$ cat config.mk
export PLATFORM = sky130hd
export DESIGN_NAME = addsub_seq
export DESIGN_NICKNAME = d
export VERILOG_FILES = /design/src/rtl/addsub_seq.sv
export SDC_FILE = /design/constraint.sdc
export NUM_CORES = 1
export LEC_CHECK = 0
export CAP_MARGIN = 25
export CORE_MARGIN = 2
export CORE_UTILIZATION = 43
export CTS_BUF_LIST = sky130_fd_sc_hd__clkbuf_16
export DETAILED_ROUTE_END_ITERATION = 10
export PLACE_DENSITY = 0.76
export SLEW_MARGIN = 20
export SYNTH_ARGS = -nofsm -noshare
export SYNTH_HDL_FRONTEND = slang
export SYNTH_SLANG_ARGS = --single-unit
$ cat constraint.sdc
create_clock -name CLK -period 4.5 [get_ports CLK]
set_clock_uncertainty 0.2 [all_clocks]
set_input_delay 0.675 -clock CLK [delete_from_list [all_inputs] [get_ports CLK]]
set_output_delay 0.675 -clock CLK [all_outputs]
set_load 0.02 [all_outputs]
$ cat src/rtl/addsub_seq.sv
// addsub_seq: multi-byte add/subtract sequencer sharing one 8-bit carry slice.
// Optional zero flag output Z is enabled by defining ADDSUB_SEQ_ZERO_FLAG_EN.
module addsub_seq #(
    parameter int NBYTES = 4
) (
    input  logic                CLK,
    input  logic                RESETN,
    input  logic                START,
    input  logic                SUB,
    input  logic                CIN,
    input  logic [8*NBYTES-1:0] A,
    input  logic [8*NBYTES-1:0] B,
    output logic [8*NBYTES-1:0] O,
    output logic                COUT,
    output logic                BUSY,
`ifdef ADDSUB_SEQ_ZERO_FLAG_EN
    output logic                Z,
`endif
    output logic                DONE
);

    localparam int IW = $clog2(NBYTES);
    localparam logic [IW-1:0] LAST = IW'(NBYTES - 1);

    typedef enum logic [1:0] {
        IDLE,
        RUN,
        FIN
    } state_t;

    state_t               state;
    state_t               state_nxt;
    logic [IW-1:0]        idx;
    logic                 carry;
    logic                 sub_q;
    logic [8*NBYTES-1:0]  a_q;
    logic [8*NBYTES-1:0]  b_q;
    logic [7:0]           a_byte;
    logic [7:0]           b_byte;
    logic [8:0]           sum;
    logic                 accept;
    logic                 last;

    assign accept = START && (state != RUN);
    assign last   = (state == RUN) && (idx == LAST);
    assign BUSY   = (state == RUN);
    assign DONE   = (state == FIN);

    // Current byte slice through the shared adder; subtract inverts B.
    always_comb begin
        a_byte = a_q[{idx, 3'b000} +: 8];
        b_byte = b_q[{idx, 3'b000} +: 8];
        if (sub_q) begin
            b_byte = ~b_byte;
        end
        sum = {1'b0, a_byte} + {1'b0, b_byte} + {8'h00, carry};
    end

    // State register.
    always_ff @(posedge CLK) begin
        if (!RESETN) begin
            state <= IDLE;
        end else begin
            state <= state_nxt;
        end
    end

    // Next-state: FIN may restart directly for back-to-back operations.
    always_comb begin
        state_nxt = state;
        unique case (state)
            IDLE: if (START) state_nxt = RUN;
            RUN:  if (last) state_nxt = FIN;
            FIN:  state_nxt = START ? RUN : IDLE;
            default: state_nxt = IDLE;
        endcase
    end

    // Operand latch, byte walk, carry chain and result register.
    always_ff @(posedge CLK) begin
        if (!RESETN) begin
            a_q   <= '0;
            b_q   <= '0;
            sub_q <= 1'b0;
            idx   <= '0;
            carry <= 1'b0;
            O     <= '0;
            COUT  <= 1'b0;
        end else if (accept) begin
            a_q   <= A;
            b_q   <= B;
            sub_q <= SUB;
            idx   <= '0;
            carry <= SUB ? ~CIN : CIN;
            O     <= '0;
        end else if (state == RUN) begin
            O[{idx, 3'b000} +: 8] <= sum[7:0];
            carry <= sum[8];
            if (last) begin
                COUT <= sub_q ? ~sum[8] : sum[8];
            end else begin
                idx <= idx + 1'b1;
            end
        end
    end

`ifdef ADDSUB_SEQ_ZERO_FLAG_EN
    logic zacc;

    // Running AND of per-byte zero tests; published on the last byte.
    always_ff @(posedge CLK) begin
        if (!RESETN) begin
            zacc <= 1'b0;
            Z    <= 1'b0;
        end else if (accept) begin
            zacc <= 1'b1;
            Z    <= 1'b0;
        end else if (state == RUN) begin
            zacc <= zacc & (sum[7:0] == 8'h00);
            if (last) begin
                Z <= zacc & (sum[7:0] == 8'h00);
            end
        end
    end
`endif

endmodule

* Word level (Yosys, flattened, before mapping) *
Cells that the tools add are included.

operators by class
  add/sub/neg operators = 4
  $mul = 0
  div/mod/pow operators = 0
  order comparisons = 0
  equal/unequal tests = 6
  shifts and indexed selects = 4
  muxes and demuxes = 10
  bitwise logic cells = 6
  reduce and logical (&&, ||, !) cells = 8

operators by type and width
  cell                                                                     number
  32-bit by 6-bit variable part select with 8-bit output                   2
  32-bit bitwise mux                                                       1
  8-bit by 7-bit variable shift with 32-bit output, first input constant   1
  8-bit by 7-bit variable part select with 32-bit output                   1
  8-bit by 8-bit adder with 9-bit output                                   1
  9-bit by 1-bit adder with 9-bit output                                   1
  8-bit 2-to-1 mux                                                         1
  8-bit NOT                                                                1
  5-bit negator with 7-bit output                                          1
  2-bit case mux with 3 select lines                                       1
  1-bit 2-to-1 mux                                                         5
  1-bit NOT                                                                5
  2-bit equality test, second input constant                               2
  2-bit 2-to-1 mux                                                         2
  2-bit by 1-bit inequality test with 1-bit output, second input constant  2
  2-bit AND reduction                                                      2
  3-bit AND reduction                                                      1
  2-bit by 1-bit adder with 2-bit output, second input constant            1
  2-bit by 1-bit equality test with 1-bit output, second input constant    1
  1-bit logical AND                                                        2
  2-bit logical NOT                                                        1
  2-bit inequality test, second input constant                             1
  2-bit nonzero test                                                       1
  2-bit OR reduction                                                       1

word-level totals
  bits in registers = 103
  latch bits = 0
  memory bits (writable) = 0
  bits in read-only memories = 0
  input port bits = 69
  output and inout port bits = 35
  word-level logic and storage cells = 46
  memories kept = 0

* Logic depth before layout (Yosys ltp) *
Gate-level depths: netlist of the first run.

  word-level depth = 7
  depth in mapped cells = 11
  depth with buffers taken out = 9

* Worst setup path before layout of the first run *
Ideal clock, no wire load.

  path type = register to register
  start point = reg idx[1]
  end point = reg O[14]
  library setup time = 136 ps
  data arrival time = 3000 ps
  required time = 4164 ps
  slack = 1164 ps
  stages on the path, launching flop included = 12
  path buffers = 2
  clock period less this slack = 3336 ps
  path through = dfxtp_1 clkbuf_1 buf_2 mux4_2 xnor2_1 fa_1 fa_1 nor2b_1 o31a_1 o221ai_1 o311ai_1 o22ai_1

on the way
  longest elaborated chain between the ends = 7
  elaborated cells between the ends (all ways) = 10
  classes of those cells = add/sub (3); shift (4); mux (2); bitwise (1)

RTL lines
  item                                                    RTL line  text
  start: declaration                                      33        logic [IW-1:0] idx;
  start signal: assignment                                102       idx <= idx + 1'b1;
  32-bit by 6-bit variable part select with 8-bit output  52        b_byte = b_q[{idx, 3'b000} +: 8];
  8-bit NOT                                               54        b_byte = ~b_byte;
  8-bit 2-to-1 mux                                        53        if (sub_q) begin
  8-bit by 8-bit adder with 9-bit output                  56        sum = {1'b0, a_byte} + {1'b0, b_byte} + {8'h00, carry};
  9-bit by 1-bit adder with 9-bit output                  56
  8-bit by 7-bit variable part select with 32-bit output  97        O[{idx, 3'b000} +: 8] <= sum[7:0];
  32-bit bitwise mux *                                    97
  end signal: indexed assignment                          97
  end: declaration                                        13        output logic [8*NBYTES-1:0] O,

Mark *: on every way between the ends. The rest lies on a longest branch, timed or not.
A chain may end at the register's enable or synchronous reset.

* Worst setup path after layout of the first run *
  start point = reg idx[0]
  end point = reg O[30]

Same word-level chain as after synthesis.

==> results by stage, run 1 <==
Outcome:
- The run finished with clean final reports.

Timing:
- At the pin with the least slew margin, the transition time is approximately 700 ps.
- The share of the cycle needed by the critical path after routing is 0.792.
- Summed over all failing endpoints, the final setup total negative slack is 0 ps.
- The smallest clock period supported by the final layout is computed as 3570 ps.
- The final count of hold timing violations is 0.
- The maximum operating frequency is approximately 280 MHz.
- Final hold analysis gives a worst-case slack of around 260 ps.
- The final max-slew violation count is 0.
- The normalized max-slew margin is 0.526.
- The final setup violation count is 0.
- Setup repair after global routing left no endpoint under its margin.

CTS:
- The H-tree generated during clock tree synthesis spans 3 levels.
- After clock tree synthesis, the repair step resized 0 gates.
- The cell chosen for the clock root is clkbuf_16.
- The clock sink total is just over 100.
- The insertion delay to the later sink of the worst-skew pair is between 300 and 400 ps.
- After clock tree synthesis, the clock-pin slew on the worst setup and hold paths is 70 ps.
- The count of hold buffers inserted by post-cts repair is 0.
- The number of buffers created by CTS is 9.
- The clock passes through at most 2 buffers.
- The post-CTS setup buffer count is 0.
- TritonCTS built the clock tree.

Setup path:
- On the worst path, the slowest cell contributes a delay of around 540 ps.
- The standard cell with the maximum stage delay on the critical path is mux4_2.
- The kind of cell with the highest combined delay along the critical path is adder cells.
- The element type at the critical path start is a register.
- The worst register-to-register path ends at O[30]$_SDFFE_PP0P_.
- For the worst flop-to-flop path, the logic depth is 10.
- The worst setup path is captured at a register.
- Following the worst setup path forward leads to its endpoint at O[30]$_SDFFE_PP0P_.
- For the worst setup path, the data required time is 4500 ps.
- The number of cells on the critical path is 10.
- The critical path in this run is classified as register to register.
- Along the worst path, the maximum fanout reaches 13.
- Among the stages of the critical path, the cell type that occurs most often is fa_1.
- The signal on the critical path passes through buf_4, mux4_2, xnor2_1, fa_1, fa_1, nor2b_1, o31a_1, o221ai_1, o311ai_1, o22ai_1.
- In this run the register-to-register setup slack is between 900 and 1000 ps.
- Together, buffers and inverters on the worst path number 1.
- The critical path arrival is between 3000 and 4000 ps.
- The startpoint of the worst-slack reg-to-reg timing path is idx[0]$_SDFFE_PP0P_.
- The source of the critical timing path is idx[0]$_SDFFE_PP0P_.

Flow run:
- The total of max-cap violations is 0.

Global route:
- The initial antenna violation count was 0.
- The global-route wire length before repair is 19600 um.
- The remaining global-route overflow is 0.
- In the global route stage, overall resource usage came out at 0.209.
- The pin count of the biggest net entering global routing is just over 70.
- The number of global-route vias before repair is 4000.

Power:
- The proportion of power drawn by the clock network is 0.348.
- The net switching power figure is about 0.00055 W.
- Of the total power, registers draw 0.483.
- Of the total power, the share spent switching nets is 0.269.
- Summed over all cells, the static leakage comes to approximately 2.3 nW.
- The design internal power is around 0.0015 W.
- Of the total power, combinational logic draws 0.168.
- Power spread over the standard cell area amounts to roughly 330 nW/um2.
- The worst-case IR drop observed on VDD is ~0.00017 V.

Yosys:
- The fraction of the mapped netlist area in adder cells is 0.0422.
- The complex-gate fraction of the synthesized area is 0.175.
- After synthesis, the share of cell area in mux cells is 0.0750.
- The number of synthesized flops with an enable pin is 0.
- The mapped netlist covers around 4800 um2.
- The largest family of logic cells by synthesized area is simple AND/OR/NAND/NOR gates.
- Counting every net in the synthesized netlist gives roughly 620.
- The synthesized-area fraction occupied by and/or/nand/nor cells is 0.221.
- Of the total synthesized cell area, the portion taken by XOR and XNOR cells is 0.0201.
- The post-synthesis register bit count is slightly above 100.
- The yosys synthesis warning count is 0.
- The mean cell area of the mapped netlist is 8.91 um2.
- Synthesis produced about 540 cells.
- The netlist uses 55 different library cells.
- For this run, asynchronously set or reset flops after synthesis account for 0.
- Of the synthesized area, sequential elements account for 0.429.
- In the synthesized netlist the dominant register cell turns out to be dfxtp_1.

Route:
- The number of routed nets with antenna violations is 0.
- The detailed-route vias per instance is about 5.4.
- The routed layout has about 4200 vias.
- For this block, the routed nets add up to about 12000 um of wire.
- The average routed wire per standard cell is between 15 and 20 um.
- The first-pass iteration count of the detailed router is 4.
- The detailed router finished its first iteration with 225 violations.
- The DRC violation count after routing is 0.

Placement:
- The post-DP HPWL is 9080 um.
- The congestion estimate from routability-driven global placement came to 0.852.
- Input and output buffers added on the ports amount to around 100.

Min path:
- The worst hold path belongs to the class register to register.
- The worst min-delay path startpoint is a_q[1]$_SDFFE_PN0P_.

Floorplanning:
- The die span in x is 110 um.
- The starting density of the core is 0.441.
- The floorplan die area is ~12000 um2.
- The die is 110 um tall.
- In this run the standard cell core region covers ~11000 um2.
- The site row count is 38.
- Pin placement for this block handled between 100 and 150 I/O pins.

Final layout:
- The fraction of final layout cells with drive strength greater than 1 is 0.0824.
- After filler insertion, the fill cell instance count of the layout stands at 985.
- The net count of the finished layout is 711.
- Summing all multi-input logic gate instances after layout gives 2560 um2.
- The top cell types in the final layout, fill and taps aside, are nand2_1, dfxtp_1, clkdlybuf4s50_1.
- The antenna cell count is 0.
- The leading cell type in the layout, fill and taps excluded is nand2_1.
- Compared with the post-synthesis result, the final layout area differs by 28.9%.
- The area of all sequential standard cells is around 2100 um2.
-- kinds of logic after synthesis --
family / after synthesis
xor+xnor: 11
mux: 16
flops: 103
compound gates: 116
simple gates: 235
buf+inv: 43
fa+ha+maj: 15
-- registers in the layout (all words and copies together) (netlist names) --
register / flops
b_q: 32
sub_q: 1
a_q: 32
state: 2
idx: 2
O: 32
carry: 1
COUT: 1
-- metal layers --
layer	GRT usage	part of all wire
met3	0.0350	0.059
met1	0.276	0.45
met4	0.0606	0.013
met2	0.352	0.48
met5	0	0
-- worst min path at each step --
stage,endpoint,cells after the start,slack (ps)
3_5_place_dp,b_q[18]$_SDFFE_PN0P_,2,260
5_1_grt,b_q[20]$_SDFFE_PN0P_,2,290
2_1_floorplan,a_q[19]$_SDFFE_PN0P_,2,240
6_report,a_q[1]$_SDFFE_PN0P_,2,260
4_1_cts,b_q[18]$_SDFFE_PN0P_,2,260
3_3_place_gp,b_q[4]$_SDFFE_PN0P_,2,250
-- area by class of cell --
class,count,share of cell area
tap,140,0.0283
timing repair buffer,110,0.176
clock inverter,6,0.00627
inverter,10,0.00606
multi-input combinational,393,0.414
sequential,103,0.333
clock buffer,9,0.0364
-- power by group through the flow --
stage | combinational [W] | sequential [W] | clock (W)
floorplan | 0.000215 | 0.000992 | 0
global placement | 0.000326 | 0.000999 | 0
detailed placement | 0.000335 | 0.00100 | 0
CTS | 0.000337 | 0.000980 | 0.000714
global route | 0.000373 | 0.000985 | 0.000749
finish | 0.000341 | 0.000981 | 0.000707
-- cells in the mapped netlist (2+ instances only) --
library cell / number / area share
o22ai_1: 4 / 0.0052
a21oi_1: 14 / 0.015
ha_1: 13 / 0.034
a22oi_1: 8 / 0.013
nor2_1: 37 / 0.029
xnor2_1: 4 / 0.0073
dfxtp_1: 103 / 0.43
buf_1: 14 / 0.011
nor2b_1: 3 / 0.0039
and2b_2: 2 / 0.0036
or3_1: 2 / 0.0026
buf_2: 6 / 0.0063
or4_1: 5 / 0.0078
mux4_2: 16 / 0.075
nand3_1: 12 / 0.013
o21ai_0: 5 / 0.0052
nor3_1: 5 / 0.0052
and2_1: 2 / 0.0026
a21boi_0: 65 / 0.10
o21ai_1: 3 / 0.0031
a32oi_1: 4 / 0.0073
clkbuf_1: 10 / 0.0078
inv_1: 9 / 0.0070
nand2_1: 145 / 0.11
nand4_1: 7 / 0.0091
nand2b_1: 2 / 0.0026
xor2_1: 7 / 0.013
o21a_1: 4 / 0.0063
fa_1: 2 / 0.0083
-- worst min-delay path, stage by stage, from the launching register on --
cell      delay, ps
dfxtp_1         310
nand2_1          40
a21boi_0         60
-- metrics by stage --
step	utilization	power [W]	setup slack [ps]	cell area, um2	std cells
3_3_place_gp	0.543	0.00132	1090	5910	755
2_1_floorplan	-	0.00121	1160	4800	539
6_report	0.569	0.00203	935	6190	771
3_5_place_dp	0.543	0.00134	934	5910	755
4_1_cts	0.567	0.00203	926	6170	770
5_1_grt	0.569	0.00211	723	6190	771
Note: power is estimated with default switching activity, not from simulation.
==> run 2: changes to the inputs <==
==> constraint.sdc (replaced) <==
create_clock -name CLK -period 3.5 [get_ports CLK]
set_clock_uncertainty 0.2 [all_clocks]
set_input_delay 0.525 -clock CLK [delete_from_list [all_inputs] [get_ports CLK]]
set_output_delay 0.525 -clock CLK [all_outputs]
set_load 0.02 [all_outputs]
==> run 2 against run 1 <==
Net effect:
- combinational power up 30%
- critical path depth down 1
- sequential share of layout area down 0.35 points
- clock power up 53%
- largest power group unchanged
- highest routed layer unchanged
==> results by stage, run 2 (synthesis gave the netlist of run 1 again) <==
Min path:
- The type of the worst min-delay path is input pin to register.
- Along the worst hold path, the cell count comes to 2.
- For hold timing, the worst endpoint is state[0]$_SDFFE_PN0P_.
- In this run the most critical hold path is launched from RESETN.

CTS:
- The number of H-tree levels is 3.
- The insertion delay to the later sink of the worst-skew pair is 340 ps.
- The clock input transition at the sequential cells of the worst setup and hold paths is 70 ps.
- Once the clock tree was built, the resizer swapped 0 gates to a different size.
- The cell sitting at the root of the clock tree is a clkbuf_16.
- The tree built by TritonCTS fans out to ~100 sinks.
- The count of hold buffers inserted by post-cts repair is 0.
- No sink is reached through more buffers than the 2 on the longest clock path.
- Once the clock tree was built, the setup fixing pass inserted 0 buffers.
- Counting the buffers created by CTS gives 9.
- The CTS tree is done.

Global route:
- The remaining global-route overflow is 0.
- The initial antenna violation count was 1.
- The first global-routing pass estimated between 20000 and 25000 um of wire.
- The number of global-route vias before repair is a little over 4000.
- Entering global routing, the biggest net connects 70 pins.
- In the global route stage, overall resource usage came out at 0.215.

Floorplanning:
- 104 I/O pins were placed.
- The die height is about 110 um.
- The placeable core region is around 11000 um2.
- The die span in x is 110 um.
- For this configuration, the core starts out at a cell density of 0.441.
- The floorplan die area is approximately 12000 um2.
- In this run the core area contains 38 standard-cell rows.

Route:
- In this run the remaining antenna-violating nets after routing total 0.
- The average routed wire per standard cell is between 15 and 20 um.
- The first detailed-routing pass took 4 iterations.
- For this block, the initial DRC count from the detailed router was between 200 and 250.
- After detailed routing, the total wire length is 12100 um.
- The detailed-route via count is 4140.
- The detailed-route vias per instance is roughly 5.3.
- For this run, design rule violations remaining after detail routing come to 0.

Timing:
- For the pin with the worst max-slew slack, the measured transition is 705 ps.
- The final count of hold timing violations was 0.
- After routing, the total negative slack on setup checks comes to 0 ps.
- Setup violations remaining at the end of the flow were counted as 0.
- The final max-slew violation count is 0.
- Measured against its own limit, the worst slew margin works out to 0.527.
- Across all hold checks on the routed design, the worst slack comes to roughly 230 ps.
- Setup repair after global routing left no endpoint under its margin.
- Dividing the final minimum period by the clock period gives 0.926.
- The post-layout minimum cycle time is 3240 ps.
- Timing would allow up to between 300 and 400 MHz.

Setup path:
- Walking the worst path, the cells encountered are buf_4, mux4_2, inv_1, fa_1, fa_1, nor2b_1, o31a_1, o311ai_1, o21ai_0.
- The critical path arrival is between 3000 and 4000 ps.
- STA classifies the critical path startpoint as a register.
- The kind of cell adding the most delay to the critical path is compound AO/OA/AOI/OAI gates.
- STA puts the critical path data required time at 3500 ps.
- Counting both buffers and inverters, the worst setup path holds a total of 2.
- The critical path capture point type is a register.
- The cell count of the worst reg-to-reg path is 9.
- In this run the worst path has a maximum fanout of 17.
- In this run the critical register-to-register path is launched from idx[0]$_SDFFE_PP0P_.
- The most numerous cell on the critical path is fa_1.
- The setup slack on the worst flop-to-flop path is ~260 ps.
- The startpoint-to-endpoint class of the critical path is register to register.
- In this design, the stage delay of the slowest critical-path cell is 590 ps.
- The endpoint of the most critical register-to-register path is O[6]$_SDFFE_PP0P_.
- The standard cell with the maximum stage delay on the critical path is o311ai_1.

Placement:
- At the end of routability-driven placement, the weighted congestion stood at approximately 0.91.
- During placement, the flow inserted port buffers numbering about 100.
- The post-DP HPWL is 9040 um.

Final layout:
- In the layout the commonest cells are nand2_1, dfxtp_1, clkdlybuf4s50_1.
- Of the cells placed in the final design, the portion with a size suffix greater than 1 is 0.0869.
- The layout overhead on the synthesized area is 30.3%.
- The net count of the finished layout is roughly 700.
- The largest registers in the layout are O x32, a_q x32, b_q x32.
- Leaving out fill and tap cells, the most frequent cell in the layout is nand2_1.

Power:
- The worst-case IR drop observed on VDD is approximately 0.00022 V.
- In this run the static leakage power is approximately 2.3 nW.
- In this run the power density over the cells is 444 nW/um2.

Outcome:
- The flow ran to the end, and the final reports show no timing, DRC or antenna violations.

Flow run:
- The tool flagged a number of max-cap violations equal to 0.
run 2: cell types whose count changed in the layout (fill, tap and decap cells not counted), sizes merged:
| cell | change |
|---|---|
| inv | -1 |
| diode | +1 |
| bufinv | +2 |
| clkinv | +3 |
| clkinvlp | -3 |
| buf | +1 |
run 2: how the worst max path moves through the flow:
stage | start | to | slack, ps | cells after the start
after floorplan | idx[1]$_SDFFE_PP0P_ | O[14]$_SDFFE_PP0P_ | 160 | 11
after global placement | idx[0]$_SDFFE_PP0P_ | O[14]$_SDFFE_PP0P_ | 420 | 8
after detailed placement | idx[0]$_SDFFE_PP0P_ | O[6]$_SDFFE_PP0P_ | 270 | 9
after CTS | idx[0]$_SDFFE_PP0P_ | O[6]$_SDFFE_PP0P_ | 280 | 9
after global routing | idx[0]$_SDFFE_PP0P_ | O[14]$_SDFFE_PP0P_ | 60 | 9
final | idx[0]$_SDFFE_PP0P_ | O[6]$_SDFFE_PP0P_ | 260 | 9
run 2: power breakdown:
| group | switching [W] | leakage [nW] | total, W | internal [W] |
|---|---|---|---|---|
| clock network | 0.000446 | 0.158 | 0.00108 | 0.000629 |
| logic | 0.000237 | 1.31 | 0.000443 | 0.000206 |
| registers | 0.0000362 | 0.841 | 0.00126 | 0.00122 |
run 2: routing by layer:
| layer | vias to the layer above | share of wire | GRT usage |
|---|---|---|---|
| met5 | - | 0 | 0 |
| li1 | 2038 | - | - |
| met4 | 0 | 0.016 | 0.0615 |
| met2 | 158 | 0.49 | 0.373 |
| met3 | 20 | 0.065 | 0.0557 |
| met1 | 1924 | 0.43 | 0.263 |
run 2: worst reg2reg max path: stages (launching register included):
cell      delay [ps]
dfxtp_1          380
buf_4            300
mux4_2           530
inv_1             90
fa_1             220
fa_1             230
nor2b_1           70
o31a_1           280
o311ai_1         590
o21ai_0          200
run 2: final cells by class:
type | instances | area, um2
Antenna cell | 1 | 2.50
Multi-Input combinational cell | 393 | 2560
Fill cell | 961 | 4630
Timing Repair Buffer | 111 | 1100
Sequential cell | 103 | 2060
Clock inverter | 7 | 95.1
Tap cell | 140 | 175
Inverter | 10 | 37.5
Clock buffer | 9 | 225
run 2: per-stage QoR:
step | util | instance area [um2] | std cells | setup WS [ps] | power [W]
after floorplan | - | 4800 | 539 | 164 | 0.00155
after global placement | 0.545 | 5930 | 757 | 418 | 0.00171
after detailed placement | 0.545 | 5930 | 757 | 270 | 0.00172
after CTS | 0.574 | 6250 | 773 | 276 | 0.00279
after global routing | 0.574 | 6250 | 773 | 60.4 | 0.00289
final | 0.575 | 6260 | 774 | 259 | 0.00278
==> run 3: changes to the inputs <==
==> constraint.sdc (replaced) <==
create_clock -name CLK -period 3.9 [get_ports CLK]
set_clock_uncertainty 0.2 [all_clocks]
set_input_delay 0.585 -clock CLK [delete_from_list [all_inputs] [get_ports CLK]]
set_output_delay 0.585 -clock CLK [all_outputs]
set_load 0.02 [all_outputs]
==> run 3 against run 2 <==
Net effect:
- sequential share of layout area rose by 0.33 points
- final cell count did not move
- core utilization fell by 0.56 points
- global-route usage fell by 0.28 points
- via count rose by 0.36%
- combinational power fell by 12%
- power fell by 16%
- fmax fell by 7.9%
- register-to-register slack improved by 120 ps
- worst setup slack improved by 120 ps
==> results by stage, run 3 (synthesis gave the netlist of run 1 again) <==
Final layout:
- The net count of the finished layout is 713.
- The library cells used most frequently in the layout, excluding fill and tap cells, are nand2_1, dfxtp_1, clkdlybuf4s50_1.
- The layout overhead on the synthesized area is 29.0%.
- In the final layout, the registers with the most flip-flops are O x32, a_q x32, b_q x32.
- After routing the design area is just over 6000 um2.
- Leaving out fill and tap cells, the most frequent cell in the layout is nand2_1.
- Of the cells placed in the final design, the portion with a size suffix greater than 1 is 0.0869.

CTS:
- Clock-pin slew was measured on the worst setup and hold paths at roughly 70 ps.
- Gates resized during post-CTS repair numbered 0.
- The number of H-tree levels is 3.
- Hold repair after CTS inserted 0 buffers.
- The buffer levels on the longest clock path is 2.
- The root buffer cell chosen for the clock tree is clkbuf_16.
- TritonCTS built the clock tree.
- After clock tree synthesis, the setup repair step added 0 buffers.
- The insertion delay to the later sink of the worst-skew pair is about 350 ps.
- TritonCTS created 9 clock buffers.
- The clock sink total is 103.

Setup path:
- The slowest stage of the critical path belongs to the cell dfxtp_1.
- Of all nets on the critical path, the largest fanout is 9.
- For flop-to-flop paths, the worst setup slack is 380 ps.
- The critical path runs through a total of 8 cells.
- Counting both buffers and inverters, the worst setup path holds a total of 1.
- STA classifies the critical path startpoint as a register.
- The critical path capture point type is a register.
- The critical path arrival is about 3500 ps.
- The cell count of the worst reg-to-reg path is 8.
- The kind of cell adding the most delay to the critical path is compound AO/OA/AOI/OAI gates.
- The critical path goes through buf_4, mux4_2, xor2_1, ha_1, nor2b_1, o31a_1, o311ai_1, o21ai_0.
- The critical path's largest stage delay is around 640 ps.
- The required arrival time at the worst endpoint is a little under 4000 ps.
- The critical path in this run is classified as register to register.

Route:
- In the final routed layout, each cell accounts on average for 15.5 um.
- After detailed routing, the wire length on met1 is around 5000 um.
- Using the TritonRoute via totals, the vias-per-cell ratio works out to roughly 5.4.
- The first-pass iteration count of the detailed router is 5.
- The number of DRC markers after the initial detailed-route iteration is approximately 210.
- The number of routed nets with antenna violations is 0.
- The routed design uses about 6000 um of met2 wire.
- The detailed-route via count is between 4000 and 5000.
- The sum of met3 wire segment lengths after detailed routing is 862 um.
- The routed wire length is 12000 um.
- For this run, design rule violations remaining after detail routing come to 0.
- The highest signal layer in the routed design is met4.

Global route:
- The remaining global-route overflow is 0.
- The number of global-route vias before repair is ~4200.
- The global-route total usage across every layer is 0.212.
- Entering global routing, the biggest net connects 71 pins.
- The initial antenna violation count was 0.
- The global-route wire length before repair is 19800 um.

Placement:
- The placer's final routability congestion estimate is roughly 0.9.
- Summing all placed instances gives a cell area of around 5900 um2.
- Buffers placed on the I/O ports in this run total between 100 and 150.
- The post-DP HPWL is around 9100 um.

Min path:
- Counting instances, the worst hold path has a depth of 2.
- In this run the worst hold path is classified as register to register.

Timing:
- Setup total negative slack on the finished layout was measured at 0 ps.
- The final count of hold timing violations is 0.
- Setup repair after global routing left no endpoint under its margin.
- Measured against its own limit, the worst slew margin works out to 0.532.
- Setup violations remaining at the end of the flow were counted as 0.
- The slew at the pin closest to its max-slew limit is ~700 ps.
- Counting I/O delays and the setup requirement, the final critical path takes 3520 ps.
- The maximum operating frequency is between 200 and 300 MHz.
- The final max-slew violation count is 0.
- Of the available clock period, the critical path in the final layout requires 0.903.

Floorplanning:
- The count of boundary I/O pins is around 100.
- The initial utilization of the core area, before any placement, comes to 0.441.
- The die span in x is about 110 um.
- The site row count is 38.
- The placeable core region is approximately 11000 um2.
- The floorplan step defined a die boundary enclosing 12000 um2.
- The die height is approximately 110 um.

Flow run:
- The total of max-cap violations is 0.

Outcome:
- The flow ran to the end, and the final reports show no timing, DRC or antenna violations.

Power:
- The worst-case vdd ir drop is approximately 0.00020 V.
- In this run the static leakage power is between 2 and 2.5 nW.
- Power comes to between 0.002 and 0.0025 W.
- In this run the power density over the cells is around 380 nW/um2.
[run 3: changes by cell type in the layout (fill, tap and decap cells not counted)]
| cell | previous run | this run |
|---|---|---|
| buf_4 | 7 | 9 |
| bufinv_16 | 2 | 0 |
| buf_12 | 1 | 0 |
| clkinv_1 | 1 | 0 |
| clkinv_2 | 1 | 2 |
| clkinvlp_4 | 0 | 1 |
| inv_1 | 9 | 10 |
| inv_6 | 2 | 1 |
[run 3: final cells by class]
class / instances / area (um2)
diodes: 1 / 2.50
clock buffers: 9 / 225
clock inverters: 6 / 38.8
fillers: 993 / 4690
inverters: 10 / 37.5
multi-input cells: 393 / 2560
flip-flops and latches: 103 / 2060
well taps: 140 / 175
repair buffers: 112 / 1090
[run 3: where the power goes]
part,total [W],switching [W],internal (W)
Combinational,0.000390,0.000206,0.000184
Sequential,0.00113,0.0000349,0.00110
Clock,0.000820,0.000392,0.000428
Total,0.00234,0.000632,0.00171
[run 3: worst min-delay path, cell delays in order, from the launching register on]
cell and delay (ps):
dfxtp_1 310, nand2_1 50, a21boi_0 60
[run 3: per-stage QoR]
stage	cells	setup WS (ps)	utilization	hold slack, ps
6_report	774	380	0.569	262
2_1_floorplan	539	564	-	240
4_1_cts	773	381	0.569	263
3_3_place_gp	758	503	0.545	250
5_1_grt	773	152	0.569	289
3_5_place_dp	758	383	0.545	255
[run 3: worst paths after layout]
kind,to,start
max,O[6]$_SDFFE_PP0P_,idx[0]$_SDFFE_PP0P_
min,b_q[25]$_SDFFE_PN0P_,b_q[25]$_SDFFE_PN0P_
max reg2reg,O[6]$_SDFFE_PP0P_,idx[0]$_SDFFE_PP0P_
min reg2reg,b_q[25]$_SDFFE_PN0P_,b_q[25]$_SDFFE_PN0P_
[run 3: routing by layer]
layer / vias up / GRT usage
li1: 2042 / -
met4: 0 / 0.0678
met5: - / 0
met1: 1943 / 0.256
met3: 14 / 0.0474
met2: 156 / 0.375
